`src/rtl/store_narrow_unit.sv`:
```
// store_narrow_unit: narrows a register value to byte/half/word and stores it into a word-only RAM,
// using read-modify-write for sub-word stores and raising AdES on misaligned or illegal sizes.
module store_narrow_unit #(
  parameter int ADDR_W = 32,
  parameter bit BIG_ENDIAN = 0
) (
  input  logic              clk,
  input  logic              rst_n,
  input  logic              req_valid,
  output logic              req_ready,
  input  logic [1:0]        req_size,
  input  logic [ADDR_W-1:0] req_addr,
  input  logic [31:0]       req_data,
  output logic [ADDR_W-3:0] mem_addr,
  output logic              mem_rd_en,
  input  logic [31:0]       mem_rdata,
  output logic              mem_wr_en,
  output logic [31:0]       mem_wdata,
  output logic              done,
  output logic              exc,
  output logic [ADDR_W-1:0] badvaddr
);
  typedef enum logic [2:0] {IDLE, READ, MERGE, WRITE, EXC} state_t;
  state_t state;
  logic [1:0] lo_q;
  logic half_q;
  logic [15:0] data_q;
  logic [31:0] merged;
  logic [1:0] k;
  logic h;
  logic illegal;
  assign illegal = (req_size == 2'b11) | (req_size == 2'b01 & req_addr[0]) | (req_size == 2'b10 & |req_addr[1:0]);
  assign req_ready = state == IDLE;
  assign k = lo_q ^ {2{BIG_ENDIAN}};
  assign h = lo_q[1] ^ BIG_ENDIAN;
  always_comb begin
    merged = mem_rdata;
    if (half_q) merged[16*h +: 16] = data_q;
    else merged[8*k +: 8] = data_q[7:0];
  end
  // Strobes are single-cycle pulses; address, write data and badvaddr hold until overwritten.
  always_ff @(posedge clk) begin
    if (!rst_n) begin
      state     <= IDLE;
      mem_rd_en <= 1'b0;
      mem_wr_en <= 1'b0;
      done      <= 1'b0;
      exc       <= 1'b0;
      mem_addr  <= '0;
      mem_wdata <= '0;
      badvaddr  <= '0;
      lo_q      <= '0;
      half_q    <= 1'b0;
      data_q    <= '0;
    end else begin
      mem_rd_en <= 1'b0;
      mem_wr_en <= 1'b0;
      done      <= 1'b0;
      exc       <= 1'b0;
      case (state)
        IDLE: if (req_valid) begin
          lo_q   <= req_addr[1:0];
          half_q <= req_size[0];
          data_q <= req_data[15:0];
          if (illegal) begin
            state    <= EXC;
            exc      <= 1'b1;
            badvaddr <= req_addr;
          end else begin
            mem_addr <= req_addr[ADDR_W-1:2];
            if (req_size[1]) begin
              state     <= WRITE;
              mem_wr_en <= 1'b1;
              done      <= 1'b1;
              mem_wdata <= req_data;
            end else begin
              state     <= READ;
              mem_rd_en <= 1'b1;
            end
          end
        end
        READ: state <= MERGE;
        MERGE: begin
          state     <= WRITE;
          mem_wr_en <= 1'b1;
          done      <= 1'b1;
          mem_wdata <= merged;
        end
        default: state <= IDLE;
      endcase
    end
  end
endmodule

```
`config.mk`:
```
export PLATFORM = sky130hd
export DESIGN_NAME = store_narrow_unit
export DESIGN_NICKNAME = d
export VERILOG_FILES = /design/src/rtl/store_narrow_unit.sv
export SDC_FILE = /design/constraint.sdc
export NUM_CORES = 1
export LEC_CHECK = 0
export CAP_MARGIN = 20
export CELL_PAD_IN_SITES_DETAIL_PLACEMENT = 1
export CELL_PAD_IN_SITES_GLOBAL_PLACEMENT = 2
export CORE_MARGIN = 3
export CORE_UTILIZATION = 28
export DETAILED_ROUTE_END_ITERATION = 16
export PLACE_DENSITY_LB_ADDON = 0.1
export SLEW_MARGIN = 20
export SYNTH_ARGS = -nofsm -noshare
export SYNTH_HDL_FRONTEND = slang
export SYNTH_SLANG_ARGS = --single-unit
```
`constraint.sdc`:
```
create_clock -name clk -period 5.93 [get_ports clk]
set_input_delay 0.593 -clock clk [delete_from_list [all_inputs] [get_ports clk]]
set_output_delay 0.593 -clock clk [all_outputs]
set_load 0.01 [all_outputs]
```
## Yosys cells after proc, flatten, opt, wreduce, memory -nomap -nowiden

Index checks and enable logic that the tools add are counted.

| word-level totals | value |
|---|---|
| input port bits | 101 |
| word-level logic and storage cells | 58 |
| register bits after elaboration | 119 |
| output and inout port bits | 99 |

| operators by class | value |
|---|---|
| shift-type cells | 4 |
| bitwise operators | 8 |
| reduce and logical (&&, ||, !) cells | 9 |
| mux-type cells | 17 |
| $add $sub $neg | 2 |
| equality and inequality tests | 8 |

Operator list:

| operator | count |
|---|---|
| $mux W32 | 4 |
| $neg A5 Y34 | 2 |
| $bwmux W32 | 2 |
| $pmux W32 S2 | 1 |
| $shift A16 B34 Y32 const A | 1 |
| $shift A8 B34 Y32 const A | 1 |
| $shiftx A16 B34 Y32 | 1 |
| $shiftx A8 B34 Y32 | 1 |
| $pmux W3 S3 | 1 |
| $reduce_and A3 Y1 | 3 |
| $mux W3 | 2 |
| $mux W1 | 5 |
| $eq A2 B2 Y1 const B | 2 |
| $ne A2 B2 Y1 const B | 2 |
| $not A1 Y1 | 4 |
| $reduce_and A4 Y1 | 1 |
| $reduce_or A4 Y1 | 1 |
| $eq A3 B1 Y1 const B | 1 |
| $eq A3 B2 Y1 const B | 1 |
| $logic_not A3 Y1 | 1 |
| $and A1 B1 Y1 | 2 |
| $eq A2 B1 Y1 const B | 1 |
| $mux W2 | 1 |
| $ne A2 B1 Y1 const B | 1 |
| other kinds (5) | 6 |

## Depth between registers and ports, before layout

| logic depth | value |
|---|---|
| depth in word-level cells | 7 |
| depth in mapped cells | 10 |
| mapped depth without buffers | 6 |

## Worst setup path after synthesis

OpenSTA, ideal clock, no wires.

| timing path | value |
|---|---|
| path type | register to register |
| start | reg lo_q[1], in the netlist k[1] |
| end | reg mem_wdata[16] |
| stages on the path, launching flop included | 10 |
| period minus slack after synthesis | 2.793 ns |
| library setup time | 0.087 ns |
| path buffers | 3 |
| required time | 5.843 ns |
| slack | 3.137 ns |
| data arrival time | 2.706 ns |
| path through | dfxtp_1 -> clkbuf_1 -> buf_2 -> buf_2 -> inv_1 -> ha_1 -> or4b_1 -> nor3b_2 -> nand2_1 -> a221oi_2 |

| on the way | value |
|---|---|
| longest elaborated chain between the ends | 5 |
| elaborated cells between the ends (all ways) | 10 |
| those cells by class | 2 x add/sub; 4 x shift; 4 x mux |

Ends and longest elaborated chain:

| element | RTL line | source |
|---|---|---|
| start: declaration | 25 | `logic [1:0] lo_q;` |
| start signal: assignment | 62 | `lo_q <= req_addr[1:0];` |
| $neg A5 Y34, on equally long branches | 38, 39 |  |
| $shiftx A16 B34 Y32, or another cell as far along | 38 | `if (half_q) merged[16*h +: 16] = data_q;` |
| $bwmux W32, on equally long branches | 38, 39 |  |
| $mux W32 (*) | 38 |  |
| $pmux W32 S2 (*) | 60 | `case (state)` |
| end signal: assignment | 75 | `mem_wdata <= req_data;` |
| end signal: assignment | 87 | `mem_wdata <= merged;` |
| end: declaration | 18 | `output logic [31:0] mem_wdata,` |

Every way passes the cells marked *; elsewhere a longest branch is shown, timed or not.
A chain may end at the register's enable or synchronous reset.

## Final worst setup path

| timing path | value |
|---|---|
| start | reg lo_q[1], in the netlist k[1] |
| end | reg mem_wdata[15] |

Same word-level chain as after synthesis.

==> results.yml <==
sta:
  hold_viol: 0
  setup_ws_ps: 2847
  maxSlewViolCount: 0
  final.min_clock_period_ps: 3083
  tightest_slew_ps: 1029
  hold_slack_ps: 460.1
  setup_viol: 0
  fin_setup_tns_ps: 0
  period_share_pct: 51.99
  maxSlewHeadroom_pct: 31.39
  fin_skew_ps: 6.768
  max_freq_ghz: 0.3243
  rsz0062_at_grt: "no"
worst_setup_path:
  start_kind: "flip-flop"
  cp_slowest_cell: "dfxtp_2"
  cpPeakStageDelay_ps: 980
  end_kind: "flip-flop"
  rr_startpoint: "k[1]$_SDFFE_PN0P_"
  worstPathArrival_ps: 3380
  ff2ff_setup_slack_ps: 2850
  path_class: "reg -> reg"
  crit_family: "simple AND/OR/NAND/NOR gates"
  path_buf_inv: 1
  worstPathRequired_ps: 6230
  path_cells: "inv_1 > ha_1 > or4b_1 > nor2_1 > nand2_1 > a221oi_1"
  cp_max_fo: 36
  startpoint: "k[1]$_SDFFE_PN0P_"
clock_network:
  clock_sinks: 119
  path_clk_slew_ps: 60
  cts_tree: "built"
  cts_buffers: 17
  clock_path_buffers: 2
  cts_resized: 0
  cts_root_buf: "clkbuf_16"
  htree_levels: 4
  cts-hold-fix-buffers: 0
  postCtsSetupRepairBufs: 0
  clock_latency_ps: 410
synthesis:
  synth_area_leaders: "dfxtp_1 43%, mux2i_1 14%, nand2_1 8.9%"
  ys_warn_count: 0
  synth_top_area_share_pct: 43.46
  syn_inst: 599
  syn_avg_cell_area_sq_um: 9.151
  synthFlopType: "dfxtp_1"
  synthTopCellsByCount: "130 x nand2_1, 119 x dfxtp_1, 77 x mux2i_1, 35 x clkbuf_1"
  netlist_area_sq_um: 5482
  synth-seq-cells: 119
  synth_edf_count: 0
  yosysSeqAreaShare_pct: 43.46
  synthesis.nets: 705
  synth.most_common_cell: "nand2_1"
  yosys.area.top_type: "dfxtp_1"
  synth_cell_types: 41
  synthArstFlopShare_pct: 0
pwr:
  power_w: 0.002497
  p_leak_nw: 2.805
  peakVddDrop_v: 0.0002229
  power_density_nw_per_um2: 303.1
job:
  max-cap-violations: 0
hold_path:
  hold_path_class: "reg -> reg"
  hold_start: "mem_addr[0]$_SDFFE_PN0P_"
routing:
  routed-via-count: 5172
  antenna_left: 0
  firstDrtPassIters: 4
  viasPerCell: 4.954
  wl_per_cell_microns: 18.21
  drtIter0Drc: 180
  drc: 0
  wl_microns: 19010
floorplan:
  fp-row-count: 50
  io_pins: 200
  start_util_pct: 28.92
  die-height_microns: 145.9
  die_width_microns: 145.9
  core_sq_um: 18960
  dieArea_sq_um: 21290
global_routing:
  grt_start_max_net_pins: 99
  grt_pass1_wl_microns: 30710
  grt_pass1_vias: 5618
  grt-ovfl-total: 0
  grt_usage_pct: 17.98
  antenna_found_initial: 0
place:
  gp_congestion: 0.7156
  port_buffers: 199
  place_hpwl_microns: 13200
  pre_cts_ws_ps: 2839
  placed_cell_area_sq_um: 7646
status:
  status: "finished, final reports clean"
final_layout:
  final_nets: 878
  num-fill-cells: 2178
  final_area_sq_um: 8238
  diodes: 0
  syn2layout_area_growth_pct: 50.29
  drive_gt1_share_pct: 9.821
-- sequential cells by signal, indices dropped and copies added (netlist names) --
signal,flops
state,3
mem_wdata,32
half_q,1
mem_addr,30
exc,1
data_q,16
badvaddr,32
k,2
done,1
mem_rd_en,1
-- cell families (layout without fill, tap and decap cells) --
family                     count (synthesis)  after routing  synth area share, %
and+or+nand+nor                          184            184                14.54
AOI/OAI and AO/OA                        140            140                18.85
muxes                                     93             93                17.35
adders and majority gates                  5              5                1.141
DFF                                      119            119                43.46
buffers and inverters                     57            242                4.497
xor gates and xnor gates                   1              1               0.1598
-- where the power goes --
part / switching (W) / leakage, nW / internal [W]
Combinational: 0.000243 / 1.56 / 0.000277
Sequential: 0.0000763 / 0.972 / 0.000874
Clock: 0.000378 / 0.276 / 0.000648
-- final timing paths --
path	endpoint	cells past startpoint
max	mem_wdata[15]$_SDFFE_PN0P_	6
min	mem_addr[0]$_SDFFE_PN0P_	2
max reg2reg	mem_wdata[15]$_SDFFE_PN0P_	6
min reg2reg	mem_addr[0]$_SDFFE_PN0P_	2
-- per-stage QoR --
| stage | std cells | util [%] |
|---|---|---|
| floorplan | 599 | - |
| global placement | 1013 | 40.34 |
| detailed placement | 1013 | 40.34 |
| CTS | 1044 | 43.46 |
| global route | 1044 | 43.46 |
| finish | 1044 | 43.46 |
-- worst min-delay path, stage by stage, from the launching register on --
cell,delay [ps]
dfxtp_1,310
nand2_1,50
mux2i_1,50
-- layer usage --
layer / share of wire [%] / up-vias / track usage [%]
met2: 49 / 134 / 30.82
met1: 42 / 2507 / 20.44
met5: 0 / - / 0
met3: 8.7 / 13 / 8.627
li1: - / 2518 / -
met4: 0.82 / 0 / 3.704
-- layout make-up --
cell class	count	area (sq um)	area share (%)
well taps	260	325.3	3.949
repair buffers	206	2039	24.76
inverters	5	18.77	0.2278
clock inverters	11	125.1	1.519
multi-input cells	423	2878	34.93
flip-flops and latches	119	2385	28.95
clock buffers	20	466.7	5.665
-- cell usage in the layout, fill, tap and decap left out, types with 10 or more instances in the layout --
cell,instances
nand2_1,130
nand3_1,32
clkbuf_16,17
clkdlybuf4s50_1,198
dfxtp_1,117
nor2_1,10
a21oi_1,31
o21ai_0,32
a221oi_1,28
mux2i_1,77
a221oi_2,11
mux2_2,16
Power figures use the tool's default switching activity.
